`src/rtl/x_par8_pkg.sv`:
```
// x_par8_pkg: shared types and constants for the 8-bit serial parity receiver
package x_par8_pkg;
    localparam int FRAME_DATA_BITS = 8;
    localparam bit PAR_EVEN = 1'b0;
    localparam bit PAR_ODD  = 1'b1;
    typedef enum logic [2:0] {IDLE, START, DATA, PARITY, STOP, WAIT_HI} rx_state_t;
endpackage

```
`src/rtl/x_sync2.sv`:
```
// x_sync2: two-flop synchronizer, resets to 1 so an idle-high line reads idle
//  clk   in  1  clock
//  rst_n in  1  async active-low reset
//  d     in  1  asynchronous input
//  q     out 1  synchronized output
module x_sync2 (
    input  logic clk,
    input  logic rst_n,
    input  logic d,
    output logic q
);
    logic ff1;
    always_ff @(posedge clk or negedge rst_n) begin
        if (!rst_n) begin
            ff1 <= 1'b1;
            q   <= 1'b1;
        end else begin
            ff1 <= d;
            q   <= ff1;
        end
    end
endmodule

```
`src/rtl/x_par8_rx.sv`:
```
// x_par8_rx: serial receiver for start + 8 data (LSB first) + parity + stop frames with parity/framing check
//  clk     in  1  clock, all state on rising edge
//  rst_n   in  1  async active-low reset
//  rxd     in  1  serial line, idle high, asynchronous to clk
//  data    out 8  received byte, held until next valid
//  valid   out 1  one-cycle pulse when data/par_err/frm_err update
//  par_err out 1  parity mismatch for the delivered byte
//  frm_err out 1  stop bit sampled low for the delivered byte
//  busy    out 1  receiver not idle
module x_par8_rx
    import x_par8_pkg::*;
#(
    parameter int CLKS_PER_BIT = 16,
    parameter bit ODD_PARITY   = PAR_EVEN
) (
    input  logic                       clk,
    input  logic                       rst_n,
    input  logic                       rxd,
    output logic [FRAME_DATA_BITS-1:0] data,
    output logic                       valid,
    output logic                       par_err,
    output logic                       frm_err,
    output logic                       busy
);
    localparam int CW = $clog2(CLKS_PER_BIT);
    localparam logic [CW-1:0] HALF = CW'(CLKS_PER_BIT / 2 - 1);
    localparam logic [CW-1:0] LAST = CW'(CLKS_PER_BIT - 1);
    rx_state_t state, state_nxt;
    logic [CW-1:0] cyc_cnt, cyc_nxt;
    logic [2:0] bit_cnt, bit_nxt;
    logic [FRAME_DATA_BITS-1:0] shreg, shreg_nxt;
    logic p, p_nxt, cap, rxd_s, bit_end;
    x_sync2 u_sync (.clk(clk), .rst_n(rst_n), .d(rxd), .q(rxd_s));
    assign bit_end = cyc_cnt == LAST;
    assign busy    = state != IDLE;
    // Samples land mid-bit because START only waits half a bit before handing to DATA
    always_comb begin
        state_nxt = state;
        cyc_nxt   = cyc_cnt + 1'b1;
        bit_nxt   = bit_cnt;
        shreg_nxt = shreg;
        p_nxt     = p;
        cap       = 1'b0;
        case (state)
            IDLE: begin
                cyc_nxt = '0;
                if (!rxd_s) state_nxt = START;
            end
            START: if (cyc_cnt == HALF) begin
                cyc_nxt   = '0;
                bit_nxt   = '0;
                state_nxt = rxd_s ? IDLE : DATA;
            end
            DATA: if (bit_end) begin
                cyc_nxt   = '0;
                shreg_nxt = {rxd_s, shreg[FRAME_DATA_BITS-1:1]};
                bit_nxt   = bit_cnt + 3'd1;
                if (bit_cnt == 3'd7) state_nxt = PARITY;
            end
            PARITY: if (bit_end) begin
                cyc_nxt   = '0;
                p_nxt     = rxd_s;
                state_nxt = STOP;
            end
            STOP: if (bit_end) begin
                cyc_nxt   = '0;
                cap       = 1'b1;
                state_nxt = rxd_s ? IDLE : WAIT_HI;
            end
            WAIT_HI: begin
                cyc_nxt = '0;
                if (rxd_s) state_nxt = IDLE;
            end
            default: state_nxt = IDLE;
        endcase
    end
    always_ff @(posedge clk or negedge rst_n) begin
        if (!rst_n) begin
            state   <= IDLE;
            cyc_cnt <= '0;
            bit_cnt <= '0;
            shreg   <= '0;
            p       <= 1'b0;
            data    <= '0;
            valid   <= 1'b0;
            par_err <= 1'b0;
            frm_err <= 1'b0;
        end else begin
            state   <= state_nxt;
            cyc_cnt <= cyc_nxt;
            bit_cnt <= bit_nxt;
            shreg   <= shreg_nxt;
            p       <= p_nxt;
            valid   <= cap;
            data    <= cap ? shreg : data;
            par_err <= cap ? ((^shreg ^ p) != ODD_PARITY) : par_err;
            frm_err <= cap ? ~rxd_s : frm_err;
        end
    end
endmodule

```
`config.mk`:
```
export PLATFORM = sky130hd
export DESIGN_NAME = x_par8_rx
export DESIGN_NICKNAME = d
export VERILOG_FILES = /design/src/rtl/x_par8_pkg.sv /design/src/rtl/x_sync2.sv /design/src/rtl/x_par8_rx.sv
export SDC_FILE = /design/constraint.sdc
export NUM_CORES = 1
export LEC_CHECK = 0
export ABC_AREA = 1
export CORE_MARGIN = 10
export CORE_UTILIZATION = 41
export DETAILED_ROUTE_END_ITERATION = 8
export PLACE_DENSITY_LB_ADDON = 0.3
export SLEW_MARGIN = 20
export SYNTH_ARGS = -nofsm -noshare
export SYNTH_HDL_FRONTEND = slang
export SYNTH_SLANG_ARGS = --single-unit
```
`constraint.sdc`:
```
create_clock -name clk -period 1.9 [get_ports clk]
set_input_delay 0.19 -clock clk [delete_from_list [all_inputs] [get_ports clk]]
set_output_delay 0.19 -clock clk [all_outputs]
set_load 0.01 [all_outputs]
```
# After elaboration in Yosys (flattened, before gate mapping)
# Cells that the tools add are included.
# W data, S select, Z words.
[totals]
regBits = 32
out_inout_bits = 12
word_cells = 58
[classes]
addsub = 2
n_eq_ne = 15
muxes = 18
bitwise_logic = 2
n_reduce_logical = 10
[op_table]
columns = ["operator", "n"]
rows = [
  ["$mux W3", 10],
  ["$pmux W3 S6", 1],
  ["$ne A2 B2 Y1 const B", 6],
  ["$pmux W4 S3", 1],
  ["$eq A3 B3 Y1 const B", 3],
  ["$mux W4", 2],
  ["$reduce_xor A8 Y1", 1],
  ["$reduce_and A7 Y1", 1],
  ["$eq A3 B2 Y1 const B", 2],
  ["$pmux W3 S2", 1],
  ["$add A4 B1 Y4 const B", 1],
  ["$eq A4 B3 Y1 const B", 1],
  ["$eq A4 B4 Y1 const B", 1],
  ["$reduce_and A2 Y1", 2],
  ["$add A3 B1 Y3 const B", 1],
  ["$eq A3 B1 Y1 const B", 1],
  ["$logic_not A3 Y1", 1],
  ["$reduce_and A3 Y1", 1],
  ["$reduce_bool A3 Y1", 1],
  ["$reduce_or A3 Y1", 1],
  ["$mux W1", 2],
  ["$mux W2", 1],
  ["$ne A2 B1 Y1 const B", 1],
  ["$reduce_bool A2 Y1", 1],
  ["other kinds (3)", 3],
]

# Logic depth before layout (Yosys ltp)
[depth]
word_depth = 4
ltp_mapped = 9
ltp_nobuf = 9

# By module
# A second synthesis with hierarchy kept.
[unflattened]
hier_cells = 184
area_unflattened_um2 = 1569.0
[by_module_without_submodules]
columns = ["module", "instances", "cells_each", "area_each_um2", "seq_area_each_um2"]
rows = [
  ["x_par8_rx", 1, 182, 1516.5, 750.7],
  ["x_sync2", 1, 2, 52.6, 52.6],
]

# Worst setup path before layout
# OpenSTA, ideal clock, no wires.
[synth_path]
path_type = "register to register"
start = "register cyc_cnt[0]"
end = "register bit_cnt[0]"
setup_time_ps = 135
arrival_ps = 1210
required_time_ps = 1765
slack_ps = 555
stages_incl_launch_ff = 9
period_less_slack_ps = 1345
cell_sequence = "dfrtp_1 ha_1 nand2_2 nor2_4 inv_2 nor2_4 inv_2 o31ai_2 mux2i_1"
[synth_via]
elab_chain_cells = 3
elab_cells_between_ends = 5
cone_classes = "4 x eq/ne; 1 x reduce/logical"
[synth_rtl]
columns = ["item", "line_no", "text"]
rows = [
  ["start: declaration", "x_par8_rx.sv:29", "logic [CW-1:0] cyc_cnt, cyc_nxt;"],
  ["start signal: assignment", "x_par8_rx.sv:90", "cyc_cnt <= cyc_nxt;"],
  ["$eq A4 B3 Y1 or $eq A4 B4 Y1 (tied branches)", "x_par8_rx.sv:49, x_par8_rx.sv:34", ""],
  ["$ne A2 B2 Y1 (no source line)", "n/a", ""],
  ["$reduce_and A3 Y1 (no source line) *", "n/a", ""],
  ["end signal: assignment", "x_par8_rx.sv:91", "bit_cnt <= bit_nxt;"],
  ["end: declaration", "x_par8_rx.sv:30", "logic [2:0] bit_cnt, bit_nxt;"],
]
# Every way passes the cells marked *; elsewhere a longest branch is shown, timed or not.
# A chain may end at the register's enable or synchronous reset.

# Final worst setup path
[layout_path]
start = "register state[2]"
end = "output port busy"
[layout_via]
elab_chain_cells = 1
[layout_rtl]
columns = ["item", "line_no", "text"]
rows = [
  ["start: declaration", "x_par8_rx.sv:28", "rx_state_t state, state_nxt;"],
  ["start signal: assignment", "x_par8_rx.sv:89", "state <= state_nxt;"],
  ["$reduce_bool A3 Y1", "x_par8_rx.sv:35", "assign busy = state != IDLE;"],
  ["end: declaration", "x_par8_rx.sv:23", "output logic busy"],
]
# No other way between the ends.

==> metrics.csv <==
stage,metric,value,unit
outcome,status,"finished, final reports clean",
place,Cells after DPL,239,
logic_synthesis,Syn Inst Count,178,
sta,Worst Clk Skew,0.00459,ns
global_routing,global-route wire length before repair,5150,µm
logic_synthesis,dominant combinational cell family by area after synthesis,simple AND/OR/NAND/NOR gates,
worst_setup_path,CP Class,reg2out,
sta,Period minus WS final,1.77,ns
floorplan,io pins,15,
cts,Longest Clk Path Bufs,2,
power_and_ir_drop,clock share of power,33.5,%
power_and_ir_drop,Seq pwr share,43.5,%
logic_synthesis,synth unique cells,24,
floorplan,DIE WIDTH,82.2,µm
cts,H-tree depth,2,
global_routing,GRT Residual Overflow,0,
logic_synthesis,sequential share of the synthesized area,50.7,%
sta,max-slew violation count,0,
power_and_ir_drop,Net Switching,0.616,mW
place,dpl hpwl,2100,µm
logic_synthesis,synth top area cells,"dfrtp_1 (47%), nand2_1 (12%), o21ai_2 (6.1%)",
layout,Nets,204,
worst_setup_path,Critical Path Start,state[2]$_DFFE_PN0P_,
layout,Diodes inserted,0,
worst_setup_path,CP required,1.71,ns
logic_synthesis,top cell type's share of synthesized area,47.4,%
layout,area grow syn2layout,19.3,%
route,via count,1202,
floorplan,initial cell density of the core,43.0,%
logic_synthesis,Async SR Flop Fraction,100,%
sta,Slew HR,73.3,%
layout,share of cells above drive strength 1,19.1,%
layout,fin util,51.3,%
cts,cts bufs inserted,5,
place,routability congestion estimate,0.801,
sta,Worst-Margin Slew,0.400,ns
worst_setup_path,Startpoint Class,register,
cts,clk root buf,clkbuf_8,
worst_setup_path,critical path arrival,1.58,ns
sta,post-route clock period utilization,93.2,%
logic_synthesis,syn_nets,184,
cts,Post-CTS Resized,1,
floorplan,Die ar.,6750,µm²
global_routing,GRT Overall Usage,9.90,%
route,drt wl/cell,11.7,µm
sta,final setup fails,0,
place,pre-CTS setup slack,0.300,ns
layout,Fillers,362,
route,DR iter-0 viols,153,
power_and_ir_drop,combinational fraction of design power,23.0,%
logic_synthesis,simple-gate share of the synthesized area,24.9,%
logic_synthesis,post-synthesis register bit count,32,
logic_synthesis,top-count cell post-synth,nand2_1,
floorplan,CORE AREA,3690,µm²
logic_synthesis,Post-synth EDFFs,0,
sta,unrepaired setup endpoints after global routing,no,
logic_synthesis,xor and xnor area share after synthesis,0.552,%
route,DRC viols,0,
sta,final worst slack,0.129,ns
logic_synthesis,synth cell count leaders,"nand2_1 (52), dfrtp_1 (30), inv_1 (22)",
logic_synthesis,Synth Cell Area,1590,µm²
power_and_ir_drop,worst vdd ir,0.656,mV
layout,Finished Layout Cells,247,
cts,worst skew pair latency,0.28,ns
route,drt first pass iters,4,
logic_synthesis,yosys warns,0,
place,number of port buffers,14,
cts,Setup Buffers After CTS,0,
logic_synthesis,post-synth top area cell,dfrtp_1,
worst_setup_path,Crit Path Max Fanout,10,
worst_setup_path,Reg-to-Reg Start,cyc_cnt[0]$_DFF_PN0_,
logic_synthesis,mux cell area share after synthesis,0.631,%
floorplan,placement row count,22,
sta,hold_ws,0.302,ns
logic_synthesis,main flop type after synthesis,dfrtp_1,
sta,final hold vios,0,
sta,fmax,0.565,GHz
cts,clk sink count,32,
global_routing,vias in the first global route,1217,
power_and_ir_drop,P_leak,0.881,nW
worst_setup_path,Worst Setup End Kind,output pin,
logic_synthesis,Post-Synth Adder-Cell Area,2.37,%
floorplan,Die Ht,82.2,µm
route,Antenna Nets Post-Route,0,
power_and_ir_drop,Internal,1.29,mW
cts,clock transition at the registers of the reported paths,0.07,ns
place,Placed Area,1770,µm²
logic_synthesis,syn avg cell area,8.91,µm²
global_routing,initial antenna violation count,0,
layout,final instance area,1890,µm²
route,final WL,2900,µm
power_and_ir_drop,Cell Pwr Density,1010,nW/µm²
cts,hold_buf cts,0,
min_path,Worst Hold Class,in2async,
global_routing,largest net degree at the start of global routing,33,
logic_synthesis,Synth Area in Compound Gates,12.5,%
power_and_ir_drop,Sw Ratio,32.3,%
sta,Setup TNS,0,ns
run,Max Cap Violations,0,
cts,CTS tree,yes,
route,via/cell ratio,4.87,
power_and_ir_drop,power consumption,1.91,mW
## layer usage
layer | GRT usage [%] | wire length, µm | vias to the layer above
li1 | - | - | 612
met1 | 10.3 | 1230 | 560
met2 | 16.3 | 1440 | 26
met3 | 5.18 | 186 | 4
met4 | 4.59 | 43 | 0
met5 | 0 | 0 | -
## cell families (layout without fill, tap and decap cells)
logic type,after synthesis,in the layout
AND/OR/NAND/NOR,85,85
flip-flops,32,32
buffers and inverters,29,50
AO/OA/AOI/OAI,27,27
adder cells (fa/ha/maj),3,3
XOR/XNOR,1,1
multiplexers,1,1
## critical path, stage by stage, from the launching register on
cell,delay (ns)
dfrtp_2,0.49
nor3_4,0.25
inv_1,0.08
clkdlybuf4s50_1,0.48
## final timing paths
check,endpoint,slack [ns],cells past startpoint
max,busy,0.13,3
min,frm_err$_DFFE_PN0P_,0.30,2
max reg2reg,shreg[4]$_DFFE_PN0P_,0.37,7
min reg2reg,u_sync.q$_DFF_PN1_,0.36,0
max in group asynchronous,u_sync.ff1$_DFF_PN1_,1.27,2
min in group clk,u_sync.ff1$_DFF_PN1_,0.31,1
## power groups by stage
stage	sequential [mW]	combinational, mW	clock (mW)
floorplan	0.799	0.339	0
global placement	0.821	0.404	0
detailed placement	0.827	0.421	0
CTS	0.818	0.428	0.663
global route	0.842	0.484	0.703
finish	0.829	0.438	0.639
## sequential cells by signal, summed over array words and instances, names as in the netlist
name / flops
p: 1
frm_err: 1
u_sync.ff1: 1
u_sync.q: 1
valid: 1
cyc_cnt: 4
data: 8
shreg: 8
bit_cnt: 3
par_err: 1
state: 3
## layout by cell type (no fill, tap or decap), types with 2 or more instances in the layout
| cell | netlist | layout |
|---|---|---|
| nand3_1 | 10 | 10 |
| nand2_1 | 52 | 52 |
| clkdlybuf4s50_1 | 0 | 14 |
| dfstp_2 | 2 | 2 |
| dfrtp_1 | 30 | 29 |
| inv_1 | 22 | 22 |
| nor2_4 | 3 | 3 |
| o21ai_2 | 11 | 11 |
| nand4_1 | 6 | 6 |
| o21ai_0 | 12 | 12 |
| nand3_2 | 3 | 3 |
| nor2_1 | 8 | 8 |
| inv_2 | 3 | 3 |
| ha_1 | 3 | 3 |
| clkbuf_8 | 0 | 5 |
| buf_4 | 0 | 2 |
## cell type report
cell class | count | area (µm²) | share of cell area [%]
clock buffer | 5 | 68.8 | 3.64
sequential | 32 | 805 | 42.6
clock inverter | 3 | 42.5 | 2.25
tap | 48 | 60.1 | 3.18
multi-input combinational | 117 | 659 | 34.9
inverter | 26 | 100 | 5.29
timing repair buffer | 16 | 155 | 8.21
Power figures use the tool's default switching activity.
